`config.mk`:
```
export PLATFORM = sky130hd
export DESIGN_NAME = dm_store_buffer
export DESIGN_NICKNAME = d
export VERILOG_FILES = /design/src/rtl/dm_store_buffer.sv
export SDC_FILE = /design/constraint.sdc
export NUM_CORES = 1
export LEC_CHECK = 0
export CAP_MARGIN = 0
export CORE_MARGIN = 5
export CORE_UTILIZATION = 48
export DETAILED_ROUTE_END_ITERATION = 16
export GPL_ROUTABILITY_DRIVEN = 0
export PLACE_DENSITY = 0.76
export REMOVE_ABC_BUFFERS = 1
export SLEW_MARGIN = 40
export SYNTH_ARGS = -nofsm -noshare
export SYNTH_HDL_FRONTEND = slang
export SYNTH_SLANG_ARGS = --single-unit
```
`constraint.sdc`:
```
create_clock -name clk -period 4.6 [get_ports clk]
set_input_delay 0.92 -clock clk [delete_from_list [all_inputs] [get_ports clk]]
set_output_delay 0.92 -clock clk [all_outputs]
set_load 0.02 [all_outputs]
```
`src/rtl/dm_store_buffer.sv`:
```
// dm_store_buffer
//   Store buffer between the MEM stage and the data-memory write port.
//   Stores are queued in a DEPTH-entry circular FIFO and drained one per cycle
//   whenever the DM write port is free. Loads are compared against the pending
//   stores by word address (bits [11:2]). A match raises a stall.
//
//   Optional feature (macro STB_FWD_EN): if the youngest matching entry is a
//   word store, its data is forwarded to the load instead of stalling.
//
// Ports
//   clk, reset       clock; synchronous active-high reset
//   st_valid/ready   store handshake from MEM stage
//   st_addr/type/data/pc  store payload (type 0 word, 1 half, 3 byte)
//   st_err           store rejected (bad type or misaligned), never enqueued
//   ld_valid/addr    load being checked against pending stores
//   ld_hit           load must stall
//   ld_fwd_valid/data  forwarded word (feature build only, else tied 0)
//   dm_ready         DM write port free this cycle
//   dm_wr            write strobe; dm_addr/type/wd/pc carry the head entry
//   count, empty     number of pending entries, count == 0
module dm_store_buffer #(
  parameter int unsigned DEPTH = 4,
  parameter int unsigned PTR_W = 2
) (
  input  logic               clk,
  input  logic               reset,
  input  logic               st_valid,
  output logic               st_ready,
  input  logic [31:0]        st_addr,
  input  logic [2:0]         st_type,
  input  logic [31:0]        st_data,
  input  logic [31:0]        st_pc,
  output logic               st_err,
  input  logic               ld_valid,
  input  logic [31:0]        ld_addr,
  output logic               ld_hit,
  output logic               ld_fwd_valid,
  output logic [31:0]        ld_fwd_data,
  input  logic               dm_ready,
  output logic               dm_wr,
  output logic [31:0]        dm_addr,
  output logic [2:0]         dm_type,
  output logic [31:0]        dm_wd,
  output logic [31:0]        dm_pc,
  output logic [PTR_W:0]     count,
  output logic               empty
);

  localparam logic [2:0] TypeWord = 3'd0;
  localparam logic [2:0] TypeHalf = 3'd1;
  localparam logic [2:0] TypeByte = 3'd3;

  logic [31:0]      r_addr [DEPTH];
  logic [2:0]       r_type [DEPTH];
  logic [31:0]      r_data [DEPTH];
  logic [31:0]      r_pc   [DEPTH];
  logic [PTR_W-1:0] r_rd_ptr;
  logic [PTR_W-1:0] r_wr_ptr;
  logic [PTR_W:0]   r_count;

  logic             w_type_bad;
  logic             w_misaligned;
  logic             w_push;
  logic             w_pop;
  logic             w_empty;
  logic             w_match_any;
  logic [PTR_W-1:0] w_idx;
  logic             w_unused_ld;

  // Store validity check
  always_comb begin
    w_type_bad   = !((st_type == TypeWord) || (st_type == TypeHalf) || (st_type == TypeByte));
    w_misaligned = ((st_type == TypeWord) && (st_addr[1:0] != 2'b00)) ||
                   ((st_type == TypeHalf) && st_addr[0]);
  end

  assign st_err   = st_valid && (w_type_bad || w_misaligned);
  // No push-through: a full buffer refuses even if the head drains this cycle.
  assign st_ready = (r_count != (PTR_W + 1)'(DEPTH));
  assign w_empty  = (r_count == '0);
  assign w_push   = st_valid && st_ready && !st_err;
  // Gating on reset keeps discarded stores from reaching DM in the reset cycle.
  assign w_pop    = !w_empty && dm_ready && !reset;

  assign dm_wr   = w_pop;
  assign dm_addr = r_addr[r_rd_ptr];
  assign dm_type = r_type[r_rd_ptr];
  assign dm_wd   = r_data[r_rd_ptr];
  assign dm_pc   = r_pc[r_rd_ptr];
  assign count   = r_count;
  assign empty   = w_empty;

  // Entry storage; contents need no reset since validity comes from count.
  always_ff @(posedge clk) begin
    if (w_push) begin
      r_addr[r_wr_ptr] <= st_addr;
      r_type[r_wr_ptr] <= st_type;
      r_data[r_wr_ptr] <= st_data;
      r_pc[r_wr_ptr]   <= st_pc;
    end
  end

  always_ff @(posedge clk) begin
    if (reset) begin
      r_rd_ptr <= '0;
      r_wr_ptr <= '0;
      r_count  <= '0;
    end else begin
      if (w_push) r_wr_ptr <= r_wr_ptr + PTR_W'(1);
      if (w_pop)  r_rd_ptr <= r_rd_ptr + PTR_W'(1);
      case ({w_push, w_pop})
        2'b10:   r_count <= r_count + (PTR_W + 1)'(1);
        2'b01:   r_count <= r_count - (PTR_W + 1)'(1);
        default: r_count <= r_count;
      endcase
    end
  end

  assign w_unused_ld = ^{ld_addr[31:12], ld_addr[1:0]};

`ifdef STB_FWD_EN
  logic        w_young_word;
  logic [31:0] w_young_data;

  // Walk oldest to youngest so the last match seen is the youngest one.
  always_comb begin
    w_match_any  = 1'b0;
    w_young_word = 1'b0;
    w_young_data = '0;
    w_idx        = r_rd_ptr;
    for (int unsigned k = 0; k < DEPTH; k++) begin
      w_idx = r_rd_ptr + PTR_W'(k);
      if (((PTR_W + 1)'(k) < r_count) && (r_addr[w_idx][11:2] == ld_addr[11:2])) begin
        w_match_any  = 1'b1;
        w_young_word = (r_type[w_idx] == TypeWord);
        w_young_data = r_data[w_idx];
      end
    end
  end

  assign ld_fwd_valid = ld_valid && w_match_any && w_young_word;
  assign ld_fwd_data  = ld_fwd_valid ? w_young_data : 32'b0;
  assign ld_hit       = ld_valid && w_match_any && !w_young_word;
`else
  // Any valid entry in the same word forces a stall; the popping head counts.
  always_comb begin
    w_match_any = 1'b0;
    w_idx       = r_rd_ptr;
    for (int unsigned k = 0; k < DEPTH; k++) begin
      w_idx = r_rd_ptr + PTR_W'(k);
      if (((PTR_W + 1)'(k) < r_count) && (r_addr[w_idx][11:2] == ld_addr[11:2])) begin
        w_match_any = 1'b1;
      end
    end
  end

  assign ld_fwd_valid = 1'b0;
  assign ld_fwd_data  = 32'b0;
  assign ld_hit       = ld_valid && w_match_any;
`endif

endmodule

```
==> run metrics <==
largest vdd supply drop 0.3176 mV; clock tree from TritonCTS built; Nets 1147; part of the power in combinational logic 0.125; total of buffers placed on input and output ports 220; number of register bits inferred by synthesis 405; First DRT Iteration DRCs 441; final-report setup violation count 0; Vert. Die Dim between 150 and 200 um; fraction of the cycle the final worst path needs 0.9452; Net Sw Frac 0.2193; clock tree buffer depth 3; routed wirelength normalized by instance count 21.81 um; utilization after layout 0.6062; most used cell, CP sky130_fd_sc_hd__clkdlybuf4s50_1; Power Density 409.9 nW/um^2; Worst path top cell family by delay buffers and inverters; register area share after synthesis 0.7408; wire length of the first global-routing pass 49980 um; Chip Width 194.2 um; fmax 230.0 MHz; slowest stage cell, crit path sky130_fd_sc_hd__clkdlybuf4s50_1; status finished clean; Cell Area, Synth 16290 sq um; worst-path cell chain clkdlybuf4s50_1, xnor2_1, a2111oi_2, a21oi_1, or4_1, o21ai_1, o2bb2ai_1, clkdlybuf4s50_1; portion of total power attributed to the clock network 0.377; Placement Rows 67; area of the core region 33530 sq um; shortest clock period the worst path allows after layout 4.348 ns; Clk Latency, worst-skew pair 0.51 ns; global-route usage over all layers 0.1694; initial core utilization 0.4859; Syn Inst Count 748; combined area of the multi-input logic cells approximately 3900 sq um; number of levels the H-tree was split into 2; worst min-delay path category register to register; crit path setup slack, layout 0.2520 ns; data arrival at the endpoint of the critical path between 3 and 4 ns; initial antenna violation count 1; Synthesis Warnings 0; critical path buffer and inverter count 2; number of buffers inserted during clock tree synthesis 41; max-cap viol count 0; critical path peak fanout 6; maximum number of pins on one net before global-route repair 49; clk_skew ~0.011 ns; commonest non-fill, non-tap cell in the layout sky130_fd_sc_hd__edfxtp_1; Area Overhead vs Synth 24.76%; final global-route overflow total 0; post-DR vias/cell 5.348; clock-pin slew on the worst setup and hold paths 0.06 ns; Pins Over Slew Limit 0; Root Buffer Master sky130_fd_sc_hd__clkbuf_16; static leakage 6.405 nW; Post-CTS Hold Fix Bufs 0; worst-margin pin slew 0.7194 ns; number of I/O pins approximately 280; sum of routed wire length over all layers 32210 um; RSZ-0062 raised after global routing no; Placement Setup Slack 0.2214 ns; Cell variety after synth between 40 and 50; switching pwr 1.828 mW; worst slew slack as a fraction of its limit 0.5204; fill count 2325; internal power contribution about 6.5 mW; element type at the critical path start primary input; commonest non-fill, non-tap cells in the layout sky130_fd_sc_hd__edfxtp_1 (396), sky130_fd_sc_hd__clkdlybuf4s50_1 (219), sky130_fd_sc_hd__mux4_2 (112); number of clock sinks seen by CTS 405; total count of hold-check failures in the final report 0; Max stage delay on crit path between 0.6 and 0.7 ns; vias in the first global route 8593; data required time at the worst endpoint ~3.7 ns; share of final-layout standard cells stronger than drive strength 1 0.2060; length of the first detailed-routing pass in iterations 4; number of vias after detailed routing 7899; syn avg cell area 21.78 sq um; die area 37730 sq um; type of the worst setup path primary input to output port; Antenna Nets Post-Route 0; DRC viols 0; relative contribution of sequential cells to total power 0.497; total area of sequential cells approximately 12000 sq um; antenna fix cells 0; placed wire-length estimate ~21000 um; postcts setup bufs 0; type of destination of the critical path output port
state kept, by name, summed over array words and instances, names as in the netlist, named ones only:
| name | count |
|---|---|
| count | 3 |
| r_data | 128 |
| r_addr | 128 |
| r_rd_ptr | 2 |
| r_type | 12 |
| r_pc | 128 |
| r_wr_ptr | 2 |
logic make-up (layout without fill, tap and decap cells):
group	count (synthesis)	after routing	synth area share
AO/OA/AOI/OAI	25	25	0.01098
XOR/XNOR	47	47	0.02526
adder cells (fa/ha/maj)	9	9	0.006911
buffers and inverters	79	328	0.02995
flip-flops	405	405	0.7408
multiplexers	138	138	0.1718
other	1	33	0.0002301
AND/OR/NAND/NOR	44	44	0.01405
worst paths after layout:
kind	cells past startpoint	end	start	slack (ns)
min reg2reg	2	r_wr_ptr[1]$_SDFFE_PP0P_	r_wr_ptr[1]$_SDFFE_PP0P_	0.56
min	2	r_wr_ptr[1]$_SDFFE_PP0P_	r_wr_ptr[1]$_SDFFE_PP0P_	0.56
max	8	ld_hit	ld_addr[7]	0.25
max reg2reg	6	r_addr[0][14]$_DFFE_PP_	count[0]$_SDFFE_PP0P_	2.05
power by group through the flow:
stage	registers [mW]	clock network [mW]	logic (mW)
after detailed placement	4.22	0	1.06
after global routing	4.15	3.39	1.12
after CTS	4.15	3.23	1.06
final	4.14	3.14	1.05
after floorplan	4.28	0	0.546
after global placement	4.22	0	1.05
cells in the mapped netlist, drive strengths merged:
library cell	count	area, sq um
or4	2	15.01
o22ai	1	6.260
nand2	3	11.26
a2111oi	2	23.77
a221oi	1	15.01
and3	1	6.260
a211oi	2	15.01
a21oi	7	35.03
buf	55	397.9
nor3b	1	7.510
a22oi	1	7.510
nor3	3	15.01
nand4	5	31.28
o21ai	4	20.02
o211ai	1	7.510
clkbuf	17	63.81
nor2b	3	18.77
and2	4	25.02
or3	1	6.260
ha	9	112.6
nor4b	1	8.760
nor4	3	18.77
a31oi	1	6.260
nand3	1	5.000
o31ai	1	7.510
a211o	1	8.760
edfxtp	396	11890
nor2	16	60.06
a2bb2oi	1	8.760
mux4	112	2522
o2bb2ai	1	8.760
xnor2	28	245.2
o22a	1	8.760
inv	7	26.28
dfxtp	9	180.2
xor2	19	166.4
conb	1	3.750
mux2i	26	276.5
metrics by stage:
step | hold slack (ns) | instances | total power, mW | area [sq um] | TNS (ns)
after floorplan | 0.5136 | 708 | 4.828 | 15950 | -118.53
after global routing | 0.5950 | 1477 | 8.661 | 20330 | 0
after CTS | 0.5649 | 1477 | 8.441 | 20320 | 0
after global placement | 0.5331 | 1407 | 5.269 | 19040 | 0
after detailed placement | 0.5562 | 1407 | 5.280 | 19050 | 0
final | 0.5585 | 1477 | 8.332 | 20330 | 0
cell type report:
cell class	count	area share
clock inverter	22	0.01108
multi-input combinational	296	0.1901
sequential	405	0.5944
timing repair buffer	251	0.1238
inverter	7	0.001293
clock buffer	48	0.05176
tap	448	0.02757
repair_timing:
item / in CTS / in global routing
resized for setup: 0 / 2
hold endpoints to repair: 0 / 0
setup endpoints to repair: 0 / 1
routing by layer:
layer	global-route usage	part of all wire	vias up
met5	0	0.00040	-
met4	0.03125	0.012	2
met3	0.06308	0.091	35
met2	0.2778	0.49	256
met1	0.2223	0.41	4079
li1	-	-	3527
worst min-delay path, delay by kind of cell, from the launching register on:
| family | cells | cell delay, ns |
|---|---|---|
| muxes | 1 | 0.13 |
| DFF | 1 | 0.33 |
| and+or+nand+nor | 1 | 0.05 |
Note: power is estimated with default switching activity, not from simulation.
==> variant, RTL diff (config.mk and constraints unchanged) <==
Build with the macro `STB_FWD_EN` defined.
--- a/src/rtl/dm_store_buffer.sv
+++ b/src/rtl/dm_store_buffer.sv
@@ -19,4 +19,6 @@
 //   dm_wr            write strobe; dm_addr/type/wd/pc carry the head entry
 //   count, empty     number of pending entries, count == 0
+`define STB_FWD_EN
+
 module dm_store_buffer #(
   parameter int unsigned DEPTH = 4,
Check against the original RTL: not equivalent (Yosys sat finds a counterexample within 4 cycles, from zero or initial values and one cycle with reset high).
==> variant against the original RTL <==
The run now ends with setup timing left. Cell area is 33% higher. Routed wire length is 76% higher. Setup slack worse by 420 ps. Total power is 12% higher. Register-to-register slack worse by 70 ps. Synthesized area is 23% higher. Non-clock buffer count is 180 higher. Sequential cell count stayed put.
==> variant: results (changes against the original RTL) <==
Clock tree
  – Post-cts resize count: 305 (+305)
  – TritonCTS buffer count: 42 (+2.4%)

Synthesis
  – Sequential fraction of the synthesis area: 60.21% (-14 points)
  – Post-synth cell types: 52 (+13%)
  – Synth Area in Adders: 0.5616% (-0.13 points)
  – Syn Inst Count: 1,311 (+75%)
  – Area contributors post-synth: edfxtp_1 (59%), mux4_2 (15%), mux2i_1 (5.5%)

Place
  – Detailed Place HPWL: 35,350 µm (+69%)
  – Dpl cells: 2,126 (+51%)
  – Setup WS pre-CTS: -991.1 ps (-1213 ps)
  – Placed Area: 0.02422 mm² (+27%)

Routing
  – WL met1: 20,860 µm (+59%)
  – Wire length on met3: 5810 µm (+98%)
  – Drt first-iter violations: 1,228 (+180%)
  – Total Wirelength: 56,580 µm (+76%)
  – Pre-Repair DR Iteration Count: 7 (+3)
  – Routed met2 length: 27,880 µm (+77%)

Critical path
  – CP arrival: 3850 ps (+420 ps)

STA
  – Clock skew: 21.43 ps (+10.24 ps)
  – Final setup margin: -166.3 ps (-418.3 ps)
  – Final setup violation count: 34 (+34)

Status
  – Status: finished, violations left
  – Failing checks: setup timing

Global route
  – Gr usage total: 23.95% (+7.0 points)
  – Met1 usage: 29.04% (+6.8 points)
  – Largest net degree at the start of global routing: 65 (+33%)
  – Vias in the first global route: 14,557 (+69%)
  – Met2 GRT Util: 39.53% (+12 points)

Power
  – Internal power: 0.007047 W (+8.3%)
  – Clock Power: 0.00358 W (+14%)
  – Leakage: 8.515 nW (+33%)

Finish
  – Fraction of layout cells with a size suffix above 1: 31.83% (+11 points)
[variant: cell types whose count changed in the layout (fill, tap and decap cells not counted), sizes merged, moves of 10 or more]
cell     unedited run  this run
conb               33         0
mux4              112       136
a21oi               7        73
o21ai               4        39
nor3                3        14
nand4               5        33
nor2               16        57
a31oi               1        35
buf                31       213
xor2               19         9
mux2                0        36
nand2               3       102
mux2i              26       110
a2111oi             2        33
[variant: layout make-up]
type	instances	area (µm²)
Timing Repair Buffer	431	4427
Fill cell	2766	14080
Inverter	10	37.54
Sequential cell	405	12090
Tap cell	532	665.6
Clock buffer	51	1085
Multi-Input combinational cell	780	8346
Antenna cell	2	5.005
Clock inverter	26	379.1
[variant: worst paths after layout]
kind	start	end	slack, ps	depth (start not counted)
max reg2reg	count[0]	r_addr[1][14]	1980	7
min reg2reg	r_wr_ptr[1]	r_wr_ptr[1]	570	2
min	r_wr_ptr[1]	r_wr_ptr[1]	570	2
max	r_rd_ptr[0]	ld_fwd_data[8]	-170	15
